--- src/rtl/axi_phase_sequencer.sv ---
// axi_phase_sequencer
// Steps the AXI4 test bench through its phases. Each phase is a write pass
// followed by a read pass. An optional byte-verification pass runs after the
// last phase. A watchdog aborts the run if any pass stalls.
module axi_phase_sequencer #(
  parameter int TOTAL_TEST_COUNT         = 64,
  parameter int PHASE_TEST_COUNT         = 8,
  parameter int BYTE_VERIFICATION_ENABLE = 1,
  parameter int TIMEOUT_CYCLES           = 100000,
  parameter int PHASE_W                  = 16
) (
  input  logic               clk,
  input  logic               rst_n,
  input  logic               start,
  input  logic               write_addr_phase_done,
  input  logic               write_data_phase_done,
  input  logic               read_addr_phase_done,
  input  logic               read_data_phase_done,
  input  logic               byte_verification_done_in,
  output logic               write_addr_phase_start,
  output logic               write_data_phase_start,
  output logic               read_addr_phase_start,
  output logic               read_data_phase_start,
  output logic               byte_verification_phase_start,
  output logic               byte_verification_phase_done,
  output logic [PHASE_W-1:0] current_phase,
  output logic               test_execution_completed,
  output logic               timeout_error,
  output logic               busy
);

  localparam int NUM_PHASES = TOTAL_TEST_COUNT / PHASE_TEST_COUNT;
  localparam bit HAS_PHASES = (NUM_PHASES > 0);
  localparam bit BV_EN      = (BYTE_VERIFICATION_ENABLE != 0);
  localparam bit WD_EN      = (TIMEOUT_CYCLES > 0);
  localparam logic [PHASE_W-1:0] LAST_PHASE =
    HAS_PHASES ? PHASE_W'(NUM_PHASES - 1) : '0;
  // Watchdog counter value at which the current pass is declared hung.
  localparam logic [31:0] WD_LIMIT =
    WD_EN ? 32'(TIMEOUT_CYCLES - 1) : 32'd0;

  typedef enum logic [2:0] {
    S_IDLE,
    S_WRITE,
    S_READ,
    S_BV,
    S_DONE,
    S_TIMEOUT
  } state_e;

  state_e             state_q;
  logic               wa_seen_q, wd_seen_q, ra_seen_q, rd_seen_q;
  logic               wa_seen_d, wd_seen_d, ra_seen_d, rd_seen_d;
  logic [31:0]        wdog_q;
  logic [PHASE_W-1:0] current_phase_q;
  logic               was_q, wds_q, ras_q, rds_q, bvs_q, bvd_q;
  logic               done_q, tmo_q, busy_q;
  logic               write_complete, read_complete, wdog_expired;

  // Merge this cycle's done pulses into the sticky flags of the active pass;
  // pulses belonging to the other pass leave its flags untouched.
  always_comb begin
    wa_seen_d = wa_seen_q;
    wd_seen_d = wd_seen_q;
    ra_seen_d = ra_seen_q;
    rd_seen_d = rd_seen_q;
    if (state_q == S_WRITE) begin
      wa_seen_d = wa_seen_q | write_addr_phase_done;
      wd_seen_d = wd_seen_q | write_data_phase_done;
    end
    if (state_q == S_READ) begin
      ra_seen_d = ra_seen_q | read_addr_phase_done;
      rd_seen_d = rd_seen_q | read_data_phase_done;
    end
    write_complete = wa_seen_d & wd_seen_d;
    read_complete  = ra_seen_d & rd_seen_d;
    wdog_expired   = WD_EN && (wdog_q == WD_LIMIT);
  end

  // Phase FSM with registered strobes, status outputs and pass watchdog.
  always_ff @(posedge clk or negedge rst_n) begin
    if (!rst_n) begin
      state_q         <= S_IDLE;
      wa_seen_q       <= 1'b0;
      wd_seen_q       <= 1'b0;
      ra_seen_q       <= 1'b0;
      rd_seen_q       <= 1'b0;
      wdog_q          <= '0;
      current_phase_q <= '0;
      was_q           <= 1'b0;
      wds_q           <= 1'b0;
      ras_q           <= 1'b0;
      rds_q           <= 1'b0;
      bvs_q           <= 1'b0;
      bvd_q           <= 1'b0;
      done_q          <= 1'b0;
      tmo_q           <= 1'b0;
      busy_q          <= 1'b0;
    end else begin
      was_q <= 1'b0;
      wds_q <= 1'b0;
      ras_q <= 1'b0;
      rds_q <= 1'b0;
      bvs_q <= 1'b0;
      bvd_q <= 1'b0;
      unique case (state_q)
        S_IDLE: begin
          if (start) begin
            wdog_q <= '0;
            if (HAS_PHASES) begin
              state_q <= S_WRITE;
              was_q   <= 1'b1;
              wds_q   <= 1'b1;
              busy_q  <= 1'b1;
            end else if (BV_EN) begin
              state_q <= S_BV;
              bvs_q   <= 1'b1;
              busy_q  <= 1'b1;
            end else begin
              state_q <= S_DONE;
              done_q  <= 1'b1;
            end
          end
        end
        S_WRITE: begin
          if (write_complete) begin
            wa_seen_q <= 1'b0;
            wd_seen_q <= 1'b0;
            wdog_q    <= '0;
            state_q   <= S_READ;
            ras_q     <= 1'b1;
            rds_q     <= 1'b1;
          end else if (wdog_expired) begin
            state_q <= S_TIMEOUT;
            tmo_q   <= 1'b1;
            busy_q  <= 1'b0;
          end else begin
            wa_seen_q <= wa_seen_d;
            wd_seen_q <= wd_seen_d;
            if (WD_EN) wdog_q <= wdog_q + 32'd1;
          end
        end
        S_READ: begin
          if (read_complete) begin
            ra_seen_q <= 1'b0;
            rd_seen_q <= 1'b0;
            wdog_q    <= '0;
            if (current_phase_q < LAST_PHASE) begin
              current_phase_q <= current_phase_q + PHASE_W'(1);
              state_q         <= S_WRITE;
              was_q           <= 1'b1;
              wds_q           <= 1'b1;
            end else if (BV_EN) begin
              state_q <= S_BV;
              bvs_q   <= 1'b1;
            end else begin
              state_q <= S_DONE;
              done_q  <= 1'b1;
              busy_q  <= 1'b0;
            end
          end else if (wdog_expired) begin
            state_q <= S_TIMEOUT;
            tmo_q   <= 1'b1;
            busy_q  <= 1'b0;
          end else begin
            ra_seen_q <= ra_seen_d;
            rd_seen_q <= rd_seen_d;
            if (WD_EN) wdog_q <= wdog_q + 32'd1;
          end
        end
        S_BV: begin
          if (byte_verification_done_in) begin
            state_q <= S_DONE;
            bvd_q   <= 1'b1;
            done_q  <= 1'b1;
            busy_q  <= 1'b0;
          end else if (wdog_expired) begin
            state_q <= S_TIMEOUT;
            tmo_q   <= 1'b1;
            busy_q  <= 1'b0;
          end else if (WD_EN) begin
            wdog_q <= wdog_q + 32'd1;
          end
        end
        S_DONE, S_TIMEOUT: begin
          state_q <= state_q;
        end
        default: begin
          state_q <= S_IDLE;
          busy_q  <= 1'b0;
        end
      endcase
    end
  end

  assign write_addr_phase_start        = was_q;
  assign write_data_phase_start        = wds_q;
  assign read_addr_phase_start         = ras_q;
  assign read_data_phase_start         = rds_q;
  assign byte_verification_phase_start = bvs_q;
  assign byte_verification_phase_done  = bvd_q;
  assign current_phase                 = current_phase_q;
  assign test_execution_completed      = done_q;
  assign timeout_error                 = tmo_q;
  assign busy                          = busy_q;

endmodule

--- config.mk ---
export PLATFORM = sky130hd
export DESIGN_NAME = axi_phase_sequencer
export DESIGN_NICKNAME = d
export VERILOG_FILES = /design/src/rtl/axi_phase_sequencer.sv
export SDC_FILE = /design/constraint.sdc
export NUM_CORES = 1
export LEC_CHECK = 0
export CAP_MARGIN = 20
export CORE_MARGIN = 5
export CORE_UTILIZATION = 45
export CTS_CLUSTER_DIAMETER = 60
export DETAILED_ROUTE_END_ITERATION = 12
export DONT_BUFFER_PORTS = 1
export GPL_ROUTABILITY_DRIVEN = 0
export PLACE_DENSITY = 0.69
export SLEW_MARGIN = 40
export SYNTH_ARGS = -nofsm -noshare
export SYNTH_HDL_FRONTEND = slang
export SYNTH_SLANG_ARGS = --single-unit
--- constraint.sdc ---
create_clock -name clk -period 2.2 [get_ports clk]
set_input_delay 0.11 -clock clk [delete_from_list [all_inputs] [get_ports clk]]
set_output_delay 0.11 -clock clk [all_outputs]
set_load 0.005 [all_outputs]
==> results of run 1 <==
==> cells in the mapped netlist (3+ instances only) <==
library cell and n:
a31oi_1 14, a22oi_1 3, a2bb2oi_1 3, nand2_1 25
a21o_1 6, o21bai_1 3, o41ai_1 4, nor2_1 14
o21a_1 4, dfrtp_1 62, inv_1 11, nand3_1 20
o31ai_1 3, nor4_1 7, or4_1 6, clkbuf_1 24
buf_2 4, o311ai_0 3, or2_2 3, and2_1 4
nor3_1 8, nand2b_1 5, or3_1 7, o211ai_1 4
a21oi_1 13, nor4_2 3, o21ai_0 27, nand4_1 13
==> per-stage QoR <==
step	setup TNS [ps]	utilization, %	setup slack (ps)
5_1_grt	0	55.2	4.01
3_3_place_gp	0	50.7	19.7
6_report	0	55.2	142
3_5_place_dp	-11.7	50.7	-4.90
4_1_cts	0	55.1	94.7
2_1_floorplan	0	-	157
==> cells in the final DEF (no fill, tap or decap), types with 7 or more instances in the layout <==
cell type and instances:
dfrtp_1 62, buf_4 39, o21ai_0 27, nand2_1 24, nand3_1 20, nor2_1 14
a31oi_1 14, a21oi_1 13, nand4_1 13, inv_1 11, clkbuf_8 10, nor3_1 8
or3_1 7
==> worst register-to-register path: stages, from the launching register on <==
cell and delay, ps:
dfrtp_1 450, nor4_2 260, nand4_1 190, or4_4 650, buf_4 180, a31oi_1 160
nor2_1 60
==> sequential cells by signal, indices dropped and copies added (netlist names) <==
register and flops:
wdog_q 32, current_phase 16, state_q 3, busy 1, byte_verification_phase_done 1, byte_verification_phase_start 1, ra_seen_q 1, rd_seen_q 1
read_data_phase_start 1, test_execution_completed 1, timeout_error 1, wa_seen_q 1, wd_seen_q 1, write_data_phase_start 1
==> worst paths after layout <==
kind	startpoint	end	slack, ps
worst max register to register	wdog_q[6]	wd_seen_q	140
worst min register to register	current_phase[15]	current_phase[15]	430
max in group asynchronous	rst_n	wdog_q[29]	1630
worst min-delay path	start	wdog_q[31]	60
worst max-delay path	wdog_q[6]	wd_seen_q	140
min in group asynchronous	rst_n	timeout_error	320
==> final cells by class <==
type / instances / area, um^2 / area share, %
repair buffers: 46 / 380 / 10.1
inverters: 11 / 41.3 / 1.10
clock inverters: 6 / 70.1 / 1.86
clock buffers: 10 / 138 / 3.65
well taps: 96 / 120 / 3.19
multi-input cells: 234 / 1470 / 39.0
flip-flops and latches: 62 / 1550 / 41.2
==> timing repair <==
action	CTS	global route
endpoints found under the hold margin	67	0
pin swaps	0	0
resized for setup	1	2
endpoints found under the setup margin	4	9
hold buffers	7	0
==> logic make-up after synthesis <==
family	Yosys count
xor gates and xnor gates	1
DFF	62
and+or+nand+nor	127
buffers and inverters	43
muxes	2
AOI/OAI and AO/OA	102
adders and majority gates	2
==> per-layer routing <==
| metal | global-route usage [%] | up-vias | part of all wire, % |
|---|---|---|---|
| li1 | - | 1328 | - |
| met1 | 25.2 | 1346 | 43 |
| met2 | 30.7 | 95 | 48 |
| met3 | 5.29 | 17 | 6.9 |
| met4 | 7.94 | 0 | 1.8 |
| met5 | 0 | - | 0 |
==> power by group <==
part	switching, mW	internal (mW)	total, mW
clock network	0.467	0.562	1.03
logic	0.793	0.576	1.37
registers	0.158	1.28	1.43
==> key figures, run 1 <==
Synthesis
  • Synth top area share: 48.7%
  • Mux cell area share after synthesis: 0.668%
  • Syn_area_per_cell: 9.39 um^2
  • Post-Synthesis Cells: 339
  • Cell Area, Synth: about 3200 um^2
  • Post-Synth Simple-Gate Area: 22.8%
  • Async SR Flop Fraction: 100%
  • Combinational family with the most area after synthesis: simple AND/OR/NAND/NOR gates
  • Adder-Cell Fraction of Synth Area: less than 1%
  • Synth Area in Compound Gates: 21.1%
  • Post-Syn Nets: 349
  • Synth top area cells: dfrtp_1, o21ai_0, nand3_1
  • Post-synth EDFFs: 0
  • Most common flop cell mapped by yosys: dfrtp_1
  • Distinct cells, synth: 58
  • Synthesized flop and latch total: 62
  • Seq/Total Area, Yosys: about half
  • Yosys warning count: 0
  • Post-Synth XOR/XNOR Area: less than 1%
  • Synth area leader: dfrtp_1

Die
  • Die span in x: 94.1 um
  • I/O pins: 33
  • Core Rows: 30
  • Initial core utilization: 46.6%
  • Die Footprint: between 8000 and 9000 um^2
  • Core ar.: 6830 um^2
  • Die H: 94.1 um

Timing
  • F_max: 486 MHz
  • Endpoints failing hold: 0
  • Fin crit share: ~94%
  • Fin Hold WS: 62.1 ps
  • Max-slew headroom: 67.9%
  • Worst-Margin Slew: between 400 and 500 ps
  • Slew Limit Fails: 0
  • Layout Skew: 9.17 ps
  • RSZ-0062 raised after global routing: false
  • Final Critical Period: 2060 ps
  • Setup violators final: 0

Clocking
  • Clock Latency Late Sink: 330 ps
  • Clock slew seen by the registers of the worst setup and hold paths: approximately 70 ps
  • Postcts setup bufs: 0
  • Clock Sinks: 62
  • CTS H-Tree Depth: 3
  • Clock buffer count from CTS: 9
  • CTS tree: built
  • Maximum clock insertion buffer count: 2
  • Root Buffer: clkbuf_8

Critical path
  • Worst setup EP type: flop
  • Crit Path Class: flop to flop
  • Crit path max fanout: 8
  • Critical Path, Cell by Cell: nor4_2 > nand4_1 > or4_4 > buf_4 > a31oi_1 > nor2_1
  • Bufs and invs on worst path: 1
  • Worst Path Required: about 2400 ps
  • Data arrival time of the critical path: 2280 ps
  • CP Depth: 6
  • CP Launch Type: flop
  • CP top delay family: simple AND/OR/NAND/NOR gates
  • R2R cell count: 6
  • Slowest cell on the critical path: or4_4
  • CP max stage delay: 650 ps

Power
  • Worst VDD drop: 0.835 mV
  • Lkg Pwr: 1.66 nW
  • PwrDens: approximately 1000 nW/um^2
  • Total power: 3.83 mW

Finish
  • Final net count: 374
  • Post-route cell area: 3770 um^2
  • Synthesis-to-layout area growth: 18.4%
  • Diodes inserted: 0
  • Post-route insts no fill: ~470
  • Layout cells sized above 1: approximately a fifth
  • FILL cells: 618

Detailed routing
  • Vias/cell: 5.99
  • Post-route ant nets: 0
  • WL/cell: 16.6 um
  • Via count: 2,786
  • DRC viols: 0
  • Drt pass-1 iters: 4
  • Final wirelength: 7720 um
  • DRT iter0 DRCs: 282

Hold path
  • Hold Crit Class: input pin to flop
  • Hold Path Stages: 3

Global routing
  • Vias in the first global route: 2,811
  • Total grt overflow: 0
  • First-pass GRT wire length: 13,600 um
  • GRT Util Overall: around a fifth
  • Largest net degree at the start of global routing: between 60 and 70
  • Initial antenna violation count: 0

Placement
  • Placed cell area: 3460 um^2
  • Cells after DPL: 442
  • Port-buffer cells: 0
  • Final HPWL DP: 5380 um

Run status
  • Outcome: complete, no violations

Run
  • Max_cap viols: 0
Power figures use the tool's default switching activity.
==> inputs of run 2 (changes only) <==
==> constraint.sdc (replaced) <==
create_clock -name clk -period 2.2 [get_ports clk]
set_input_delay 0.33 -clock clk [delete_from_list [all_inputs] [get_ports clk]]
set_output_delay 0.33 -clock clk [all_outputs]
set_load 0.005 [all_outputs]
==> run 2 against run 1 <==
Power fell by 0.30%. Final area fell by 1.3%. Flip-flop and latch count did not move. Sequential power barely moved. Combinational power barely moved. Critical endpoint unchanged. Maximum frequency fell by 0.39%. Setup slack got worse by 8.0 ps. Hold slack improved by 81 ps.
==> key figures, run 2 (synthesized netlist as in run 1, its figures left out) <==
Run status
  • Outcome: complete, no violations

Power
  • Sequential power share: 37.5% (about the same)
  • Total power: 3.82 mW (-0.30%)
  • Cell Int Power: 2.41 mW (-0.25%)
  • Clk pwr share: 26.8% (about the same)
  • PwrDens: 1030 nW/um^2 (+1.0%)
  • Net Sw Power: 1.41 mW (-0.38%)
  • Switching share of power: 37.0% (about the same)
  • Logic pwr share: 35.7% (about the same)
  • Lkg Pwr: 1.64 nW (-1.3%)
  • Worst VDD drop: 0.801 mV (-4.1%)

Detailed routing
  • Drt pass-1 iters: 4 (unchanged)
  • DRT iter0 DRCs: 248 (-12%)
  • DRC viols: 0 (unchanged)
  • Post-route ant nets: 0 (unchanged)
  • WL/cell: 16.6 um (-0.13%)
  • Via count: 2,758 (-1.0%)
  • Final wirelength: 7620 um (-1.2%)
  • Vias/cell: 6.00 (about the same)

Finish
  • Register area: 1550 um^2 (unchanged)
  • FILL cells: 623 (+0.81%)
  • Post-route insts no fill: 460 (-1.1%)
  • Largest register FFs: 32 (unchanged)
  • Synthesis-to-layout area growth: 16.8%
  • Most frequent cells in the layout: dfrtp_1, buf_4, o21ai_0
  • Diodes inserted: 0 (unchanged)
  • Layout cells sized above 1: 19.8% (+0.27 points)
  • Most flops, register: wdog_q
  • Multi-input gate area: 1470 um^2 (unchanged)
  • Final net count: 369 (-1.3%)
  • Commonest non-fill, non-tap cell in the layout: dfrtp_1

Timing
  • Endpoints failing hold: 0 (unchanged)
  • Final Critical Period: 2070 ps (+8.04 ps)
  • F_max: 484 MHz (-0.39%)
  • Fin Hold WS: 143 ps (+81.1 ps)
  • Max-slew headroom: 67.2% (-0.68 points)
  • Fin crit share: 93.9% (+0.37 points)
  • Slew Limit Fails: 0 (unchanged)
  • TNS Setup: 0 ps (unchanged)
  • Worst-Margin Slew: 491 ps (+10.1 ps)
  • RSZ-0062 raised after global routing: false
  • Setup violators final: 0 (unchanged)
  • Layout Skew: 10.6 ps (+1.39 ps)

Critical path
  • Worst setup EP type: flop
  • RR Startpoint: wdog_q[16]
  • Bufs and invs on worst path: 1 (unchanged)
  • Data arrival time of the critical path: 2290 ps (about the same)
  • Crit path max fanout: 8 (unchanged)
  • CP Launch Type: flop
  • Worst Path Required: 2420 ps (about the same)
  • CP max stage delay: 650 ps (about the same)
  • Critical Path, Cell by Cell: nor4bb_1 > nand4_1 > or4_4 > buf_4 > a31oi_1 > nor2_1
  • Worst setup path startpoint: wdog_q[16]
  • Crit Path Class: flop to flop
  • CP top delay family: simple AND/OR/NAND/NOR gates
  • Slowest cell on the critical path: or4_4

Global routing
  • Total grt overflow: 0 (unchanged)
  • Vias in the first global route: 2,767 (-1.6%)
  • GRT Util Overall: 19.3% (-0.15 points)
  • Initial antenna violation count: 0 (unchanged)
  • Largest net degree at the start of global routing: 63 (unchanged)
  • First-pass GRT wire length: 13,500 um (-0.77%)

Die
  • Core ar.: 6830 um^2 (unchanged)
  • Initial core utilization: 46.6% (unchanged)
  • Die Footprint: 8860 um^2 (unchanged)
  • I/O pins: 33 (unchanged)
  • Die H: 94.1 um (unchanged)
  • Die span in x: 94.1 um (unchanged)
  • Core Rows: 30 (unchanged)

Hold path
  • Hold path start: read_data_phase_done
  • Hold Crit Class: input pin to flop

Clocking
  • CTS H-Tree Depth: 3 (unchanged)
  • Clock Latency Late Sink: 340 ps (about the same)
  • Root Buffer: clkbuf_8
  • Clock Sinks: 62 (unchanged)
  • Clock slew seen by the registers of the worst setup and hold paths: 80 ps (about the same)
  • CTS tree: built
  • Clock buffer count from CTS: 9 (unchanged)
  • Maximum clock insertion buffer count: 2 (unchanged)

Placement
  • Port-buffer cells: 0 (unchanged)
  • Final HPWL DP: 5380 um (unchanged)
  • Cells after DPL: 442 (unchanged)

Run
  • Max_cap viols: 0 (unchanged)
-- run 2: cell types whose count changed in the layout (fill, tap and decap cells not counted) --
cell / previous run / this run
dlygate4sd3_1: 6 / 1
-- run 2: final timing paths --
check / cells past startpoint / endpoint / slack (ps)
max: 6 / wd_seen_q / 130
min: 2 / ra_seen_q / 140
max reg2reg: 6 / wd_seen_q / 130
min reg2reg: 0 / current_phase[15] / 430
max in group asynchronous: 2 / wdog_q[21] / 1410
min in group asynchronous: 2 / timeout_error / 530
-- run 2: metal layers --
layer	part of all wire, %	track usage, %	vias to the layer above
li1	-	-	1317
met1	43	25.0	1324
met2	48	30.5	101
met3	7.2	5.45	16
met4	1.6	7.58	0
met5	0	0	-
-- run 2: final cells by class --
class	instances	share of cell area, %
Sequential cell	62	41.7
Clock inverter	6	1.88
Timing Repair Buffer	41	8.88
Inverter	11	1.11
Tap cell	96	3.23
Clock buffer	10	3.70
Multi-Input combinational cell	234	39.5
-- run 2: through the flow --
stage	instance area [um^2]	worst slack, ps	utilization, %
6_report	3720	134	54.5
5_1_grt	3720	3.87	54.5
3_5_place_dp	3460	-4.90	50.7
4_1_cts	3710	94.7	54.3
2_1_floorplan	3180	157	-
3_3_place_gp	3460	19.7	50.7
-- run 2: timing repair --
action,in CTS,in global routing
hold buffers,2,0
hold endpoints to repair,62,0
gates resized for setup,1,2
buffers inserted,0,0
setup endpoints to repair,4,9
-- run 2: power groups by stage --
stage	Clock (mW)	Sequential [mW]	Combinational (mW)
6_report	1.03	1.43	1.36
5_1_grt	1.12	1.46	1.53
4_1_cts	1.05	1.44	1.35
3_5_place_dp	0	1.45	1.32
3_3_place_gp	0	1.45	1.28
2_1_floorplan	0	1.38	0.929
